`config.mk`:
```
export PLATFORM = sky130hd
export DESIGN_NAME = sprite_compositor
export DESIGN_NICKNAME = d
export VERILOG_FILES = /design/src/rtl/sprite_compositor.sv
export SDC_FILE = /design/constraint.sdc
export NUM_CORES = 2
export LEC_CHECK = 0
export CELL_PAD_IN_SITES_DETAIL_PLACEMENT = 0
export CELL_PAD_IN_SITES_GLOBAL_PLACEMENT = 1
export CORE_ASPECT_RATIO = 2
export CORE_MARGIN = 2
export CORE_UTILIZATION = 37
export CTS_CLUSTER_DIAMETER = 200
export CTS_CLUSTER_SIZE = 30
export DETAILED_ROUTE_END_ITERATION = 10
export GPL_TIMING_DRIVEN = 0
export HOLD_SLACK_MARGIN = 0.1
export MAX_ROUTING_LAYER = met4
export PLACE_DENSITY = 0.69
export SLEW_MARGIN = 25
export SYNTH_ARGS = -nofsm -noshare
export SYNTH_HDL_FRONTEND = slang
export SYNTH_SLANG_ARGS = --single-unit
```
`constraint.sdc`:
```
create_clock -name clk -period 29.3 [get_ports clk]
set_input_delay 5.86 -clock clk [delete_from_list [all_inputs] [get_ports clk]]
set_output_delay 5.86 -clock clk [all_outputs]
set_load 0.02 [all_outputs]
```
`src/rtl/sprite_compositor.sv`:
```
// Sprite compositor: overlays NUM_SPRITES hardware sprites on a background RGB stream
// through a fixed 4-edge pipeline with external per-channel pattern ROMs and a shared palette.
module sprite_compositor #(
  parameter int NUM_SPRITES = 4,
  parameter int SIZE_LOG2   = 5,
  parameter int FRAME_W     = 3,
  parameter int IDX_W       = 4,
  parameter int ROM_AW      = FRAME_W + 2*SIZE_LOG2,
  parameter int SEL_W       = (NUM_SPRITES > 1) ? $clog2(NUM_SPRITES) : 1
) (
  input  logic                          clk,
  input  logic                          reset,
  input  logic [9:0]                    hcount,
  input  logic [9:0]                    vcount,
  input  logic                          pix_valid,
  input  logic [23:0]                   bg_rgb,
  input  logic                          frame_start,
  input  logic                          reg_we,
  input  logic [SEL_W-1:0]              reg_sel,
  input  logic [1:0]                    reg_field,
  input  logic [9:0]                    reg_wdata,
  input  logic                          pal_we,
  input  logic [IDX_W-1:0]              pal_addr,
  input  logic [23:0]                   pal_wdata,
  output logic [NUM_SPRITES*ROM_AW-1:0] rom_addr,
  input  logic [NUM_SPRITES*IDX_W-1:0]  rom_data,
  output logic [7:0]                    red,
  output logic [7:0]                    green,
  output logic [7:0]                    blue,
  output logic                          out_valid,
  output logic [NUM_SPRITES-1:0]        collision,
  input  logic                          coll_clear
);

  localparam int ATTR_W = FRAME_W + 4;
  localparam int PAL_N  = 1 << IDX_W;
  localparam int TEX    = 1 << SIZE_LOG2;

  // attr layout: {enable, hflip, vflip, scale2x, frame}
  localparam int A_EN = ATTR_W - 1;
  localparam int A_HF = ATTR_W - 2;
  localparam int A_VF = ATTR_W - 3;
  localparam int A_S2 = FRAME_W;

  logic [9:0]        sh_hpos [NUM_SPRITES];
  logic [9:0]        sh_vpos [NUM_SPRITES];
  logic [ATTR_W-1:0] sh_attr [NUM_SPRITES];
  logic [9:0]        ac_hpos [NUM_SPRITES];
  logic [9:0]        ac_vpos [NUM_SPRITES];
  logic [ATTR_W-1:0] ac_attr [NUM_SPRITES];
  logic [23:0]       palette [PAL_N];

  logic unused_wdata;
  assign unused_wdata = ^reg_wdata[9:ATTR_W];

  // Active copy reads shadow before this edge's write lands, so a coincident write waits a frame.
  always_ff @(posedge clk or posedge reset) begin
    if (reset) begin
      for (int unsigned i = 0; i < NUM_SPRITES; i++) begin
        sh_hpos[i] <= '0;
        sh_vpos[i] <= '0;
        sh_attr[i] <= '0;
        ac_hpos[i] <= '0;
        ac_vpos[i] <= '0;
        ac_attr[i] <= '0;
      end
    end else begin
      if (frame_start) begin
        for (int unsigned i = 0; i < NUM_SPRITES; i++) begin
          ac_hpos[i] <= sh_hpos[i];
          ac_vpos[i] <= sh_vpos[i];
          ac_attr[i] <= sh_attr[i];
        end
      end
      if (reg_we) begin
        case (reg_field)
          2'd0:    sh_hpos[reg_sel] <= reg_wdata;
          2'd1:    sh_vpos[reg_sel] <= reg_wdata;
          2'd2:    sh_attr[reg_sel] <= reg_wdata[ATTR_W-1:0];
          default: ;
        endcase
      end
    end
  end

  always_ff @(posedge clk or posedge reset) begin
    if (reset) begin
      for (int unsigned i = 0; i < PAL_N; i++) palette[i] <= '0;
    end else if (pal_we) begin
      palette[pal_addr] <= pal_wdata;
    end
  end

  // E1: hit test and texel address
  logic [10:0]          w_c    [NUM_SPRITES];
  logic [10:0]          dx_c   [NUM_SPRITES];
  logic [10:0]          dy_c   [NUM_SPRITES];
  logic [SIZE_LOG2-1:0] u_c    [NUM_SPRITES];
  logic [SIZE_LOG2-1:0] v_c    [NUM_SPRITES];
  logic [ROM_AW-1:0]    addr_c [NUM_SPRITES];
  logic [NUM_SPRITES-1:0] hit_c;

  always_comb begin
    hit_c = '0;
    for (int unsigned i = 0; i < NUM_SPRITES; i++) begin
      w_c[i]  = ac_attr[i][A_S2] ? 11'(2*TEX) : 11'(TEX);
      dx_c[i] = {1'b0, hcount} - {1'b0, ac_hpos[i]};
      dy_c[i] = {1'b0, vcount} - {1'b0, ac_vpos[i]};
      hit_c[i] = ac_attr[i][A_EN]
              && ({1'b0, hcount} >= {1'b0, ac_hpos[i]})
              && ({1'b0, hcount} <  ({1'b0, ac_hpos[i]} + w_c[i]))
              && ({1'b0, vcount} >= {1'b0, ac_vpos[i]})
              && ({1'b0, vcount} <  ({1'b0, ac_vpos[i]} + w_c[i]));
      u_c[i] = ac_attr[i][A_S2] ? SIZE_LOG2'(dx_c[i] >> 1) : SIZE_LOG2'(dx_c[i]);
      v_c[i] = ac_attr[i][A_S2] ? SIZE_LOG2'(dy_c[i] >> 1) : SIZE_LOG2'(dy_c[i]);
      if (ac_attr[i][A_HF]) u_c[i] = ~u_c[i];
      if (ac_attr[i][A_VF]) v_c[i] = ~v_c[i];
      addr_c[i] = {ac_attr[i][FRAME_W-1:0], v_c[i], u_c[i]};
    end
  end

  logic [NUM_SPRITES-1:0] hit1, hit2;
  logic [23:0]            bg1, bg2, bg3;
  logic                   pv1, pv2, pv3;
  logic [IDX_W-1:0]       idx3;

  always_ff @(posedge clk or posedge reset) begin
    if (reset) begin
      rom_addr <= '0;
      hit1     <= '0;
      bg1      <= '0;
      pv1      <= 1'b0;
      hit2     <= '0;
      bg2      <= '0;
      pv2      <= 1'b0;
    end else begin
      for (int unsigned i = 0; i < NUM_SPRITES; i++)
        rom_addr[i*ROM_AW +: ROM_AW] <= addr_c[i];
      hit1 <= hit_c;
      bg1  <= bg_rgb;
      pv1  <= pix_valid;
      hit2 <= hit1;
      bg2  <= bg1;
      pv2  <= pv1;
    end
  end

  // E3: priority resolve and collision; rom_data is valid after E2
  logic [NUM_SPRITES-1:0] opaque_c;
  logic [IDX_W-1:0]       win_idx_c;
  logic                   found_c;
  logic                   multi_c;

  always_comb begin
    opaque_c  = '0;
    win_idx_c = '0;
    found_c   = 1'b0;
    multi_c   = 1'b0;
    for (int unsigned i = 0; i < NUM_SPRITES; i++) begin
      opaque_c[i] = hit2[i] && (rom_data[i*IDX_W +: IDX_W] != '0);
      if (opaque_c[i]) begin
        if (!found_c) begin
          win_idx_c = rom_data[i*IDX_W +: IDX_W];
          found_c   = 1'b1;
        end else begin
          multi_c = 1'b1;
        end
      end
    end
  end

  always_ff @(posedge clk or posedge reset) begin
    if (reset) begin
      idx3      <= '0;
      bg3       <= '0;
      pv3       <= 1'b0;
      collision <= '0;
    end else begin
      idx3      <= win_idx_c;
      bg3       <= bg2;
      pv3       <= pv2;
      collision <= (coll_clear ? '0 : collision) | (multi_c ? opaque_c : '0);
    end
  end

  // E4: final colour select; index 0 means no opaque sprite
  always_ff @(posedge clk or posedge reset) begin
    if (reset) begin
      {red, green, blue} <= '0;
      out_valid          <= 1'b0;
    end else begin
      if (!pv3)
        {red, green, blue} <= '0;
      else if (idx3 != '0)
        {red, green, blue} <= palette[idx3];
      else
        {red, green, blue} <= bg3;
      out_valid <= pv3;
    end
  end

endmodule
```
==> reports/results.md <==
• 20.11 ns — minimum setup slack after placement
• 0.882 — final weighted congestion in routability-driven placement
• 24.92 ns — slack of the worst reg-to-reg path
• 744 — flip-flop and latch count after synthesis
• 0 — number of diodes added for antenna fixing
• register to register — classification of the worst-slack hold path
• 0.65 ns — Skew-Pair Late Insertion Delay
• 28 — cts bufs inserted
• 3 — maximum clock path buffer count
• 1.19 ns — actual transition at the worst max-transition pin
• 0 — Resized cells post-CTS
• 29.0% — post-route clock period utilization
• 0.0523 mV — Max VDD drop
• 12 — cell depth of the worst flop-to-flop path
• 24.6 µm — Avg WL per Cell
• 0 — number of setup violations in the final report
• 218 µm — horizontal die dimension
• 24.5% — fraction of layout instances using a drive strength above 1
• 432 µm — vertical extent of the die
• 20.81 ns — setup slack of the critical path after layout
• bg2[9] — Worst Hold Launch
• 0.0383 mm² — post-route standard cell area excluding fillers
• 0.12 ns — CTS clock-pin slew for the worst setup and hold paths
• 2760 — net count of the mapped netlist
• bg3[9] — end point of the most critical hold path
• 59 — count of distinct cell types in the synthesized netlist
• 0 — Post-CTS Repair Setup Buffers
• 144 mm — wire length of the first global-routing pass
• primary input to register — path type of the worst setup path
• 188 — # port buffers
• 54.8% — share of the yosys chip area belonging to registers
• 0.118 GHz — top achievable clock speed
• 5 — DR pass1 iterations
• 0 — pins over their slew limit
• 9.03 ns — arrival time reported for the critical path endpoint
• 0 — Hold Crit Depth
• 0 — final hold violation count
• register — type of element capturing the critical path
• 2 — initial antenna violation count
• 0 — number of buffers inserted by hold repair at cts
• ac_attr[24] — startpoint of the lowest-slack register-to-register path
• 100% — Async S/R FF share, synth
• 0 — number of max-cap violations
• 0.0340 mm² — netlist area before placement
• 20.8% — relative slew slack
• 37.2% — starting utilization of the core area
• 157 — number of placement rows
• 12.7% — relative area change from synthesis to final layout
• 0 — number of nets with antenna violations after routing
• 109 — largest net degree at the start of global routing
• sky130_fd_sc_hd__clkbuf_16 — root cell of the clock tree
• completed — run status
• no — RSZ-0062 raised after global routing
• 20825 — via count of the routed design
• 0 — Synth Warn #
• 8.49 ns — final critical delay including setup and external delays
• 0 — number of synthesized flops with an enable pin
• 0.354 ns — Post-Route Hold Slack
• 74.2 mm — half-perimeter wire length of the detailed placement result
• 0.0222 ns — worst clock skew
• 2985 — Net count, final
• 0.0376 mm² — placed cell area
• 0 — detailed-route DRC error count
• 29.85 ns — required time of the worst setup path
• 0 — grt total ovfl
• 5.32 — routed vias/inst
• 8 — Max FO, Critical Path
• 0.0164 µW — Leak
• 2499 — post-synthesis cell count
• 1279 — number of DRC markers after the initial detailed-route iteration
• hit1[0] — end of the worst register-to-register path
• 0.0944 mm² — die area
• 22952 — via count of the first global-routing pass
• 73.2 mW/mm² — pwr dens
• 13.6 µm² — average cell area after synthesis
• 1 — count of H-tree levels built during CTS
• 190 — number of I/O pins
• primary input — type of element launching the critical path
• 0.0913 mm² — Std-Cell Core Area
• 744 — Sink Count
• 21.3% — GR Util All Layers
• yes — TritonCTS clock tree
• 96.3 mm — Final Routed Wirelength
• sky130_fd_sc_hd__dfrtp_1 — commonest register cell after synthesis
## cell usage after synthesis, drive strengths merged, types with 2 or more instances
cell	instances	area (µm²)
dfrtp	744	18600
mux2	500	5630
ha	136	1700
o21ai	119	596
nand2	117	439
clkbuf	114	428
inv	111	417
mux4	96	2160
a21oi	92	460
nor2	81	304
xnor2	58	508
mux2i	36	360
buf	29	156
xor2	29	254
a21o	26	195
o211a	24	240
nand2b	23	144
fa	16	320
nor3	16	80.1
nand3	13	65.1
nand4	13	81.3
a211oi	11	82.6
nor3b	8	60.1
o22ai	8	50.1
a31oi	7	43.8
nor4	6	37.5
and3	5	31.3
nor2b	5	31.3
nand3b	4	30.0
o21a	4	30.0
o221ai	4	35.0
o41ai	4	42.6
or2	4	25.0
a41oi	3	26.3
and2	3	18.8
o31ai	3	22.5
or3	3	18.8
a2111oi	2	17.5
a222oi	2	20.0
a311o	2	20.0
a32oi	2	17.5
and4	2	17.5
nor4b	2	17.5
o2111a	2	22.5
## kinds of logic after synthesis
kind of cell             Yosys count  share of synthesized area, %
flip-flops                       744                          54.8
buffers and inverters            255                          2.96
XOR/XNOR                          87                          2.24
AO/OA/AOI/OAI                    322                          5.84
AND/OR/NAND/NOR                  307                          4.17
multiplexers                     632                          24.0
adder cells (fa/ha/maj)          152                          5.95
## critical path: stages
cell                              delay, ns
sky130_fd_sc_hd__clkdlybuf4s50_1       0.81
sky130_fd_sc_hd__ha_1                  0.54
sky130_fd_sc_hd__nand2b_1              0.08
sky130_fd_sc_hd__a21oi_1               0.23
sky130_fd_sc_hd__o22ai_1               0.18
sky130_fd_sc_hd__nor4_1                0.95
sky130_fd_sc_hd__nor4_1                0.13
sky130_fd_sc_hd__and3_1                0.24
## sequential cells by signal (all words and copies together) (netlist names), 24 cells and up
name / cells
sh_hpos: 40
rom_addr: 52
ac_hpos: 40
bg2: 24
sh_vpos: 40
ac_vpos: 40
ac_attr: 28
sh_attr: 28
palette: 360
bg3: 24
bg1: 24
## cells in the final DEF, fill, tap and decap left out, types with 36 or more instances in the layout
| cell type | n |
|---|---|
| sky130_fd_sc_hd__a21oi_1 | 92 |
| sky130_fd_sc_hd__clkbuf_1 | 108 |
| sky130_fd_sc_hd__clkdlybuf4s50_1 | 188 |
| sky130_fd_sc_hd__dfrtp_1 | 744 |
| sky130_fd_sc_hd__ha_1 | 136 |
| sky130_fd_sc_hd__inv_1 | 110 |
| sky130_fd_sc_hd__mux2_2 | 500 |
| sky130_fd_sc_hd__mux2i_1 | 36 |
| sky130_fd_sc_hd__mux4_2 | 96 |
| sky130_fd_sc_hd__nand2_1 | 117 |
| sky130_fd_sc_hd__nor2_1 | 77 |
| sky130_fd_sc_hd__o21ai_0 | 118 |
| sky130_fd_sc_hd__xnor2_1 | 58 |
## power by group
group | switching, µW | internal [µW]
Clock | 316 | 179
Sequential | 115 | 1260
Combinational | 478 | 457
Total | 909 | 1900
## metal layers
metal | vias up | GRT usage, % | wire length [µm]
li1 | 9313 | - | -
met1 | 10819 | 19.8 | 31600
met2 | 467 | 41.3 | 55200
met3 | 226 | 1.52 | 2200
met4 | 0 | 13.4 | 7330
met5 | - | - | 0
## cell type report
| class | count | area, µm² |
|---|---|---|
| flip-flops and latches | 744 | 18600 |
| clock buffers | 29 | 726 |
| well taps | 1192 | 1490 |
| fillers | 8545 | 53100 |
| repair buffers | 195 | 2070 |
| clock inverters | 1 | 8.76 |
| multi-input cells | 1500 | 14300 |
| inverters | 112 | 428 |
| plain buffers | 143 | 592 |
## metrics by stage
stage                     utilization, %  instances  TNS (ns)  total power, µW
after floorplan                        -       2499         0             1990
after CTS                           41.9       3916         0             2840
after global placement              40.9       3879  -3204.24             2310
after global routing                41.9       3916         0             2970
final                               41.9       3916         0             2800
after detailed placement            41.1       3886         0             2340
## worst max path at each step
stage                    from      endpoint  slack [ns]  cells past startpoint
floorplan               reset    ac_attr[0]        2.56                      1
global placement        reset  rom_addr[10]       -4.43                      2
detailed placement  hcount[1]       hit1[1]       20.11                      8
CTS                 hcount[1]       hit1[1]       20.83                      8
global route        hcount[1]       hit1[3]       20.83                      8
finish              hcount[1]       hit1[3]       20.81                      8
No activity file was read; power rests on OpenSTA's default activity.
